`src/rtl/debounce_pkg.sv`:
```
// debounce_pkg: shared state encoding and limits for input-conditioning blocks
package debounce_pkg;
    typedef enum logic [1:0] {
        STABLE_LO = 2'b00,
        WAIT_HI   = 2'b01,
        STABLE_HI = 2'b11,
        WAIT_LO   = 2'b10
    } state_t;
    localparam int DEBOUNCE_CYCLES_MIN = 2;
endpackage

```
`src/rtl/sync_ff.sv`:
```
// sync_ff: DEPTH-flop synchroniser, async active-low reset to 0
// Ports: clk (clock), rst_n (async active-low reset), d (async input), q (synchronised output)
module sync_ff #(
    parameter int DEPTH = 2
) (
    input  logic clk,
    input  logic rst_n,
    input  logic d,
    output logic q
);
    logic [DEPTH-1:0] chain;
    always_ff @(posedge clk or negedge rst_n)
        if (!rst_n) chain <= '0;
        else        chain <= {chain[DEPTH-2:0], d};
    assign q = chain[DEPTH-1];
endmodule

```
`src/rtl/switch_debouncer.sv`:
```
// switch_debouncer: synchronises and debounces a raw switch level into w, with a w_rise pulse
// Ports: Clock, Resetn (async active-low), sw_raw (raw bouncing level),
//        w (debounced level), w_rise (one-cycle pulse on the cycle w goes 0->1)
// Macro SWITCH_DEBOUNCER_SYNC3_EN selects a three-flop synchroniser (one extra cycle of latency).
module switch_debouncer
    import debounce_pkg::*;
#(
    parameter int DEBOUNCE_CYCLES = 4,
    parameter int CNT_W = $clog2(DEBOUNCE_CYCLES) + 1
) (
    input  logic Clock,
    input  logic Resetn,
    input  logic sw_raw,
    output logic w,
    output logic w_rise
);
`ifdef SWITCH_DEBOUNCER_SYNC3_EN
    localparam int SYNC_DEPTH = 3;
`else
    localparam int SYNC_DEPTH = 2;
`endif
    localparam logic [CNT_W-1:0] TERM = CNT_W'(DEBOUNCE_CYCLES - 1);
    localparam logic [CNT_W-1:0] ONE  = CNT_W'(1);

    if (DEBOUNCE_CYCLES < DEBOUNCE_CYCLES_MIN) begin : g_bad_cfg
        $fatal(1, "switch_debouncer: DEBOUNCE_CYCLES must be >= 2");
    end

    logic s;
    logic done;
    state_t state, state_nx;
    logic [CNT_W-1:0] cnt, cnt_nx;

    sync_ff #(.DEPTH(SYNC_DEPTH)) u_sync (
        .clk  (Clock),
        .rst_n(Resetn),
        .d    (sw_raw),
        .q    (s)
    );

    assign done = cnt == TERM;

    always_ff @(posedge Clock or negedge Resetn)
        if (!Resetn) begin
            state  <= STABLE_LO;
            cnt    <= '0;
            w_rise <= 1'b0;
        end else begin
            state  <= state_nx;
            cnt    <= cnt_nx;
            w_rise <= (state == WAIT_HI) && (state_nx == STABLE_HI);
        end

    // A level opposite to the settled one must persist through the terminal count;
    // any sample back at the settled level abandons the pending change.
    always_comb begin
        state_nx = STABLE_LO;
        cnt_nx   = '0;
        case (state)
            STABLE_LO: begin
                state_nx = s ? WAIT_HI : STABLE_LO;
                cnt_nx   = s ? ONE : '0;
            end
            WAIT_HI: begin
                state_nx = !s ? STABLE_LO : done ? STABLE_HI : WAIT_HI;
                cnt_nx   = (s && !done) ? cnt + ONE : '0;
            end
            STABLE_HI: begin
                state_nx = s ? STABLE_HI : WAIT_LO;
                cnt_nx   = s ? '0 : ONE;
            end
            WAIT_LO: begin
                state_nx = s ? STABLE_HI : done ? STABLE_LO : WAIT_LO;
                cnt_nx   = (!s && !done) ? cnt + ONE : '0;
            end
            default: ;
        endcase
    end

    always_comb w = (state == STABLE_HI) || (state == WAIT_LO);
endmodule
```
`config.mk`:
```
export PLATFORM = sky130hd
export DESIGN_NAME = switch_debouncer
export DESIGN_NICKNAME = d
export VERILOG_FILES = /design/src/rtl/debounce_pkg.sv /design/src/rtl/sync_ff.sv /design/src/rtl/switch_debouncer.sv
export SDC_FILE = /design/constraint.sdc
export NUM_CORES = 1
export LEC_CHECK = 0
export CAP_MARGIN = 5
export CORE_AREA = 3 3 40 42
export CTS_CLUSTER_SIZE = 25
export DETAILED_ROUTE_END_ITERATION = 12
export DIE_AREA = 0 0 43 45
export MAX_ROUTING_LAYER = met4
export PLACE_DENSITY = 0.42
export SLEW_MARGIN = 20
export SYNTH_ARGS = -nofsm -noshare
export SYNTH_HDL_FRONTEND = slang
export SYNTH_SLANG_ARGS = --single-unit
```
`constraint.sdc`:
```
create_clock -name Clock -period 2.2 [get_ports Clock]
set_input_delay 0.55 -clock Clock [delete_from_list [all_inputs] [get_ports Clock]]
set_output_delay 0.55 -clock Clock [all_outputs]
set_load 0.1 [all_outputs]
```
==> run summary, run 1 <==
status -> finished clean
Post-CTS Hold Fix Bufs -> 0
DP HPWL -> 392 µm
Post-CTS Resized -> 0
Maximum Capacitance Violations -> 0
Netlist cell types -> 15
first-pass GRT wire length -> 938 µm
vias in the first global route -> 216
DRC violations left -> 0
PD cells -> 713 nW/µm²
Static Leak -> 0.186 nW
CTS tree -> built
Max clock buf depth -> 2
GRT Total Usage -> 7.37%
setup total negative slack -> 0 ps
r2r endpoint -> cnt[0]
WP data arrival -> 1020 ps
WL final -> 507 µm
FF+latch count, synth -> 8
Peak Freq -> 0.638 GHz
# IOs -> 5
Pre-antenna DRT Iters -> 3
initial antenna violation count -> 0
DRT iter0 DRCs -> 3
Die X -> 43 µm
Worst Path Required -> 1650 ps
minimum clock period after layout -> 1570 ps
total CTS buffers -> 3
nets@finish -> 42
VDD IR-drop max -> 258 µV
Hold Path Class -> reg2reg
Vias per Instance -> 4.33
met1 GRT Util -> 8.19%
WL per Instance -> 10.3 µm
ratio of cells with drive above 1 in the final layout -> 20.6%
reg-to-reg startpoint -> cnt[0]
final worst path period share -> 71.2%
CP max stage delay -> 440 ps
Mapped Nets -> 35
DR vias -> 212
Antenna Cells -> 0
Core ar. -> 1280 µm²
cell count after synthesis -> 29
worst-path cell chain -> buf_4
startpoint types -> flip-flop
clk slew on worst S/H paths -> 50 ps
Die ar. -> 1940 µm²
R2R cell count -> 4
cell family with most CP delay -> flip-flops
Initial Util -> 27.7%
Power Total -> 0.299 mW
gr busiest metal -> met2
Seq/Total Area, Yosys -> 56.3%
final count of negative-setup-slack endpoints -> 0
Finished Cell Area -> 419 µm²
Least-Margin Pin Slew -> 376 ps
area of placed instances -> 397 µm²
H-tree depth -> 1
postcts setup bufs -> 0
Crit-path slowest cell -> dfrtp_1
Buf/Inv on CP -> 1
r2r setup slk -> 900 ps
Ys Warns -> 0
Core Util, Final -> 32.6%
tightest hold margin -> 351 ps
synth-to-layout area growth -> 18.0%
PortBufs -> 4
TritonCTS sink count -> 8
grt met3 use -> 3.98%
Post-Syn Area -> 355 µm²
unrepaired setup endpoints after global routing -> false
GRT met2 Usage -> 9.88%
Hold Path Sink -> u_sync.chain[1]
Max-slew headroom -> 74.9%
GRT overflow -> 0
syn avg cell area -> 12.3 µm²
Clock Latency Late Sink -> 250 ps
Critical Path End Type -> output pin
chip height -> 45 µm
largest net degree at the start of global routing -> 9
CP max FO -> 7
Worst Min Path Start -> u_sync.chain[0]
Hold Vio Cnt, Final -> 0
row cnt -> 13
root buffer cell -> clkbuf_4
Final Skew -> 6.11 ps
crit path kind -> reg2out
Final Max Slew Viols -> 0
hold-critical path depth -> 0
post-route ant nets -> 0
GP Congestion -> 0.715
==> cell families (layout without fill, tap and decap cells) <==
| group | Yosys count | after routing | synth area share [%] |
|---|---|---|---|
| xor gates and xnor gates | 2 | 2 | 4.93 |
| AOI/OAI and AO/OA | 5 | 5 | 10.2 |
| DFF | 8 | 8 | 56.3 |
| and+or+nand+nor | 7 | 7 | 12.3 |
| buffers and inverters | 4 | 9 | 5.63 |
| adders and majority gates | 3 | 3 | 10.6 |
==> power breakdown <==
part	switching, mW	internal (mW)
Combinational	0.0161	0.0143
Clock	0.0454	0.0621
Sequential	0.00608	0.155
==> cells in the mapped netlist <==
library cell,instances,area [µm²]
dlygate4sd1_1,1,8.76
xnor2_1,2,17.5
or2_2,1,6.26
o2bb2ai_1,1,8.76
a21oi_1,3,15.0
clkbuf_1,1,3.75
nor3_1,1,5.00
inv_1,2,7.51
nand2_1,1,3.75
nand2b_1,2,12.5
or3b_1,1,8.76
a211oi_2,1,12.5
nand3b_1,1,7.51
dfrtp_1,8,200
ha_1,3,37.5
==> per-stage QoR <==
stage          cells  setup slack, ps
2_1_floorplan     29              406
3_3_place_gp      46              910
3_5_place_dp      46              899
4_1_cts           49              624
5_1_grt           49              585
6_report          49              633
==> cell usage in the layout, fill, tap and decap left out, types with 2 or more instances in the layout <==
master           synthesis  routed
a21oi_1                  3       3
buf_4                    0       2
clkbuf_4                 0       3
clkdlybuf4s50_1          0       2
dfrtp_1                  8       8
ha_1                     3       3
inv_1                    2       2
nand2b_1                 2       2
xnor2_1                  2       2
==> area by class of cell <==
type                            instances  area, µm²
Inverter                                2       7.51
Fill cell                             137        866
Timing Repair Buffer                    4       35.0
Sequential cell                         8        200
Multi-Input combinational cell         17        135
Tap cell                               15       18.8
Clock buffer                            3       22.5
==> metal layers <==
metal,vias up,share of wire (%)
met1,102,49
li1,107,-
met3,0,6.1
met4,0,0
met2,3,45
met5,-,0
==> flip-flops by register name, indices dropped and copies added (netlist names) <==
| register | flops |
|---|---|
| w_rise | 1 |
| cnt | 3 |
| state | 2 |
| u_sync.chain | 2 |
==> worst max path at each step <==
stage / to / startpoint / cells past startpoint
floorplan: w / state[1] / 1
global placement: cnt[0] / cnt[0] / 4
detailed placement: w / state[1] / 1
CTS: w / state[1] / 1
global route: w / state[1] / 1
finish: w / state[1] / 1
(Power assumes the default switching activity.)
==> run 2: changes to the inputs <==
==> constraint.sdc (replaced) <==
create_clock -name Clock -period 1.6 [get_ports Clock]
set_input_delay 0.4 -clock Clock [delete_from_list [all_inputs] [get_ports Clock]]
set_output_delay 0.4 -clock Clock [all_outputs]
set_load 0.1 [all_outputs]
==> run summary, run 2 (same netlist as run 1, synthesis figures left out) <==
Crit-path slowest cell -> dfrtp_1 (unchanged)
GRT Total Usage -> 7.62% (was 7.37%)
sequential group share of total power -> 53.1% (was 53.8%)
Fillers -> 135 (was 137)
clk slew on worst S/H paths -> 60 ps (was 50 ps)
CP max FO -> 7 (unchanged)
area of placed instances -> 422 µm² (was 397 µm²)
Buf/Inv on CP -> 1 (unchanged)
Clock power frac -> 36.3% (was 36.0%)
Largest Register -> cnt (unchanged)
largest net degree at the start of global routing -> 9 (unchanged)
worst-path cell chain -> buf_12 (was buf_4)
vias in the first global route -> 232 (was 216)
VDD IR-drop max -> 466 µV (was 258 µV)
Die X -> 43 µm (unchanged)
Post-CTS Resized -> 0 (unchanged)
Antenna Cells -> 0 (unchanged)
Finished Cell Area -> 444 µm² (was 419 µm²)
Gate power share -> 10.6% (was 10.2%)
Max clock buf depth -> 2 (unchanged)
Critical Path End Type -> output pin (unchanged)
post-place setup slack -> 296 ps (was 899 ps)
final worst path period share -> 84.9%
first-pass GRT wire length -> 972 µm (was 938 µm)
Sw Share -> 23.4% (was 22.6%)
DRC violations left -> 0 (unchanged)
Initial Util -> 27.7% (unchanged)
root buffer cell -> clkbuf_4 (unchanged)
initial antenna violation count -> 0 (unchanged)
most frequent cells in the layout -> dfrtp_1 (8), a21oi_1 (3), ha_1 (3), clkbuf_4 (3) (unchanged)
TritonCTS sink count -> 8 (unchanged)
Reg area -> 200 µm² (unchanged)
Switching Power -> 0.0976 mW (was 0.0675 mW)
PD cells -> 941 nW/µm² (was 713 nW/µm²)
DP HPWL -> 420 µm (was 392 µm)
setup ws final -> 241 ps (was 633 ps)
WP data arrival -> 960 ps (was 1020 ps)
Vias per Instance -> 4.43 (was 4.33)
ratio of cells with drive above 1 in the final layout -> 20.6% (unchanged)
crit path kind -> reg2out (unchanged)
Die ar. -> 1940 µm² (unchanged)
CP max stage delay -> 490 ps (was 440 ps)
PortBufs -> 4 (unchanged)
wire length on met3 -> 31 µm (unchanged)
P_int -> 0.320 mW (was 0.231 mW)
placed instance count -> 46 (unchanged)
final count of negative-setup-slack endpoints -> 0 (unchanged)
Core Util, Final -> 34.6% (was 32.6%)
Top Registers -> cnt: 3 flops, state: 2 flops, u_sync.chain: 2 flops (unchanged)
H-tree depth -> 1 (unchanged)
Final Max Slew Viols -> 0 (unchanged)
post-route ant nets -> 0 (unchanged)
top sig layer -> met4 (was met3)
Max-slew headroom -> 76.9% (was 74.9%)
Worst Path Required -> 1200 ps (was 1650 ps)
met1 WL -> 238 µm (was 246 µm)
Static Leak -> 0.195 nW (was 0.186 nW)
row cnt -> 13 (unchanged)
GP Congestion -> 0.686 (was 0.715)
nets@finish -> 42 (unchanged)
Hold Path Class -> reg2reg (unchanged)
Least-Margin Pin Slew -> 345 ps (was 376 ps)
DRT iter0 DRCs -> 3 (unchanged)
DR vias -> 217 (was 212)
Post-CTS Hold Fix Bufs -> 0 (unchanged)
setup total negative slack -> 0 ps (unchanged)
max FFs per register -> 3 (unchanged)
WL final -> 540 µm (was 507 µm)
Core ar. -> 1280 µm² (unchanged)
synth-to-layout area growth -> 25.0% (was 18.0%)
cell family with most CP delay -> flip-flops (unchanged)
GRT overflow -> 0 (unchanged)
postcts setup bufs -> 0 (unchanged)
final cell count without fillers -> 49 (unchanged)
total CTS buffers -> 3 (unchanged)
status -> finished clean (unchanged)
chip height -> 45 µm (unchanged)
DR WL met2 -> 265 µm (was 229 µm)
startpoint types -> flip-flop (unchanged)
Pre-antenna DRT Iters -> 2 (was 3)
WL per Instance -> 11.0 µm (was 10.3 µm)
Clock Latency Late Sink -> 250 ps (about the same)
Multi-input gate area -> 135 µm² (unchanged)
Final Skew -> 4.95 ps (was 6.11 ps)
Maximum Capacitance Violations -> 0 (unchanged)
CTS tree -> built (unchanged)
unrepaired setup endpoints after global routing -> false (unchanged)
# IOs -> 5 (unchanged)
commonest non-fill, non-tap cell in the layout -> dfrtp_1 (unchanged)
minimum clock period after layout -> 1360 ps
Peak Freq -> 0.736 GHz
Hold Vio Cnt, Final -> 0 (unchanged)
==> run 2: cell types whose count changed in the layout (fill, tap and decap cells not counted) <==
cell	change
buf_12	+2
buf_4	-2
==> run 2: path summary, 6_finish.rpt <==
kind | startpoint | to | slack, ps | depth (start not counted)
min in group asynchronous | Resetn | state[0] | 420 | 1
max reg2reg | cnt[0] | cnt[0] | 280 | 4
max in group asynchronous | Resetn | u_sync.chain[0] | 920 | 1
min | u_sync.chain[0] | u_sync.chain[1] | 350 | 0
max | state[1] | w | 240 | 1
min reg2reg | u_sync.chain[0] | u_sync.chain[1] | 350 | 0
==> run 2: power by group through the flow <==
stage                     Clock (mW)  Sequential (mW)  Combinational (mW)
after floorplan                    0            0.223              0.0306
after global placement             0            0.225              0.0437
after detailed placement           0            0.226              0.0452
after CTS                      0.159            0.222              0.0453
after global routing           0.173            0.224              0.0510
final                          0.152            0.222              0.0443
==> run 2: area by class of cell <==
type | instances | share of cell area, %
flip-flops and latches | 8 | 45.1
multi-input cells | 17 | 30.4
repair buffers | 4 | 13.5
clock buffers | 3 | 5.07
well taps | 15 | 4.23
inverters | 2 | 1.69
==> run 2: layer usage <==
metal | vias up | GRT usage, %
met5 | - | -
met4 | 0 | 7.23
met3 | 2 | 2.79
met2 | 5 | 11.7
met1 | 104 | 7.43
li1 | 106 | -
==> run 2: per-stage QoR <==
stage / hold WS (ps) / total power, mW
2_1_floorplan: 104 / 0.253
3_3_place_gp: 343 / 0.269
3_5_place_dp: 336 / 0.271
4_1_cts: 357 / 0.427
5_1_grt: 379 / 0.448
6_report: 354 / 0.418
==> run 2: worst reg2reg max path, stage by stage (launching register included) <==
cell	delay, ps
dfrtp_1	380
ha_1	220
ha_1	220
or2_2	300
a21oi_1	120
==> run 3: changes to the inputs <==
--- a/config.mk
+++ b/config.mk
@@ -11,7 +11,7 @@
 export DETAILED_ROUTE_END_ITERATION = 12
 export DIE_AREA = 0 0 43 45
 export MAX_ROUTING_LAYER = met4
-export PLACE_DENSITY = 0.42
+export PLACE_DENSITY = 0.43
 export SLEW_MARGIN = 20
 export SYNTH_ARGS = -nofsm -noshare
 export SYNTH_HDL_FRONTEND = slang
==> constraint.sdc (replaced) <==
create_clock -name Clock -period 1.2 [get_ports Clock]
set_input_delay 0.3 -clock Clock [delete_from_list [all_inputs] [get_ports Clock]]
set_output_delay 0.3 -clock Clock [all_outputs]
set_load 0.1 [all_outputs]
==> run summary, run 3 (same netlist as run 1, synthesis figures left out) <==
status -> finished, violations left (was finished clean)
most frequent cells in the layout -> dfrtp_1 (8), buf_4 (5), clkbuf_4 (3) (was dfrtp_1 (8), a21oi_1 (3), ha_1 (3), clkbuf_4 (3))
clk slew on worst S/H paths -> 50 ps (was 60 ps)
Critical Path End Type -> output pin (unchanged)
VDD IR-drop max -> 369 µV (was 466 µV)
Max clock buf depth -> 2 (unchanged)
final count of negative-setup-slack endpoints -> 1 (was 0)
Max-slew headroom -> 76.7% (was 76.9%)
DP HPWL -> 463 µm (was 420 µm)
row cnt -> 13 (unchanged)
Largest Register -> cnt (unchanged)
Final Max Slew Viols -> 0 (unchanged)
Die X -> 43 µm (unchanged)
PD cells -> 1130 nW/µm² (was 941 nW/µm²)
GRT Total Usage -> 8.29% (was 7.62%)
Vias per Instance -> 4.55 (was 4.43)
Antenna Cells -> 0 (unchanged)
setup ws final -> -10.2 ps (was 241 ps)
startpoint types -> flip-flop (unchanged)
Static Leak -> 0.224 nW (was 0.195 nW)
Pre-antenna DRT Iters -> 2 (unchanged)
GP Congestion -> 0.749 (was 0.686)
DR vias -> 250 (was 217)
Worst Path Required -> 900 ps (was 1200 ps)
vias in the first global route -> 240 (was 232)
WL final -> 652 µm (was 540 µm)
max FFs per register -> 3 (unchanged)
PortBufs -> 4 (unchanged)
DRC violations left -> 0 (unchanged)
chip height -> 45 µm (unchanged)
initial antenna violation count -> 0 (unchanged)
Top Registers -> cnt: 3 flops, state: 2 flops, u_sync.chain: 2 flops (unchanged)
DRT iter0 DRCs -> 2 (was 3)
largest net degree at the start of global routing -> 9 (unchanged)
Maximum Capacitance Violations -> 0 (unchanged)
Least-Margin Pin Slew -> 348 ps (was 345 ps)
nets@finish -> 48 (was 42)
tightest hold margin -> 317 ps (was 354 ps)
R2R cell count -> 4 (unchanged)
Initial Util -> 27.7% (unchanged)
crit path kind -> reg2out (unchanged)
minimum clock period after layout -> 1210 ps
Final Skew -> 4.06 ps (was 4.95 ps)
H-tree depth -> 1 (unchanged)
CTS tree -> built (unchanged)
CP max stage delay -> 380 ps (was 490 ps)
WP data arrival -> 910 ps (was 960 ps)
first-pass GRT wire length -> 1010 µm (was 972 µm)
Die ar. -> 1940 µm² (unchanged)
GRT overflow -> 0 (unchanged)
TritonCTS sink count -> 8 (unchanged)
post-place setup slack -> -26.0 ps (was 296 ps)
Crit-path slowest cell -> dfrtp_1 (unchanged)
Post-CTS Hold Fix Bufs -> 0 (unchanged)
failing checks -> negative setup slack
r2r endpoint -> cnt[0] (unchanged)
r2r setup slk -> 20 ps (was 280 ps)
Peak Freq -> 0.826 GHz
Core ar. -> 1280 µm² (unchanged)
Hold Path Class -> in2async (was reg2reg)
commonest non-fill, non-tap cell in the layout -> dfrtp_1 (unchanged)
reg-to-reg startpoint -> cnt[0] (unchanged)
final worst path period share -> 101%
WL per Instance -> 11.9 µm (was 11.0 µm)
root buffer cell -> clkbuf_4 (unchanged)
post-route ant nets -> 0 (unchanged)
Clock Latency Late Sink -> 250 ps (about the same)
total CTS buffers -> 3 (unchanged)
Hold Vio Cnt, Final -> 0 (unchanged)
worst-path cell chain -> buf_6 > buf_12 (was buf_12)
CP max FO -> 2 (was 7)
synth-to-layout area growth -> 48.6% (was 25.0%)
ratio of cells with drive above 1 in the final layout -> 47.5% (was 20.6%)
# IOs -> 5 (unchanged)
unrepaired setup endpoints after global routing -> true (was false)
[run 3: worst max-delay path by stage]
| stage | from | endpoint | slack [ps] | depth (start not counted) |
|---|---|---|---|---|
| after floorplan | w_rise | w_rise | 20 | 0 |
| after global placement | cnt[0] | cnt[0] | -10 | 4 |
| after detailed placement | cnt[0] | cnt[0] | -30 | 4 |
| after CTS | state[1] | w | -30 | 2 |
| after global routing | state[1] | w | -40 | 2 |
| final | state[1] | w | -10 | 2 |
[run 3: cell type report]
cell class | count | area [µm²]
Sequential cell | 8 | 200
Clock buffer | 3 | 22.5
Timing Repair Buffer | 10 | 109
Inverter | 2 | 7.51
Tap cell | 15 | 18.8
Fill cell | 133 | 757
Multi-Input combinational cell | 17 | 170
[run 3: power by group]
group	total [mW]	switching [mW]	internal, mW
clock	0.202	0.0877	0.114
combinational	0.106	0.0486	0.0577
sequential	0.290	0.00625	0.284
total	0.598	0.143	0.456
[run 3: what timing repair did]
action / CTS / global route
setup buffers: 1 / 1
resized for setup: 3 / 4
endpoints found under the setup margin: 3 / 4
pin swaps: 2 / 2
[run 3: metrics by stage]
stage	area (µm²)	instances	total power, mW	TNS, ps	util [%]
2_1_floorplan	357	29	0.338	0	-
3_3_place_gp	457	50	0.368	-9.59	35.5
3_5_place_dp	457	50	0.371	-26.0	35.5
4_1_cts	497	54	0.595	-29.4	38.7
5_1_grt	528	55	0.647	-86.7	41.1
6_report	528	55	0.598	-10.2	41.1
[run 3: layer usage]
metal	vias up	global-route usage, %	share of wire, %
met5	-	-	0
met2	6	10.2	56
met3	2	3.98	5.5
met4	0	9.04	0.61
met1	124	9.09	38
li1	118	-	-
[run 3: worst max-delay path: cells and delay by family, from the launching register on]
kind	cells	cell delay (ps)
buffers and inverters	2	280
flip-flops	1	380
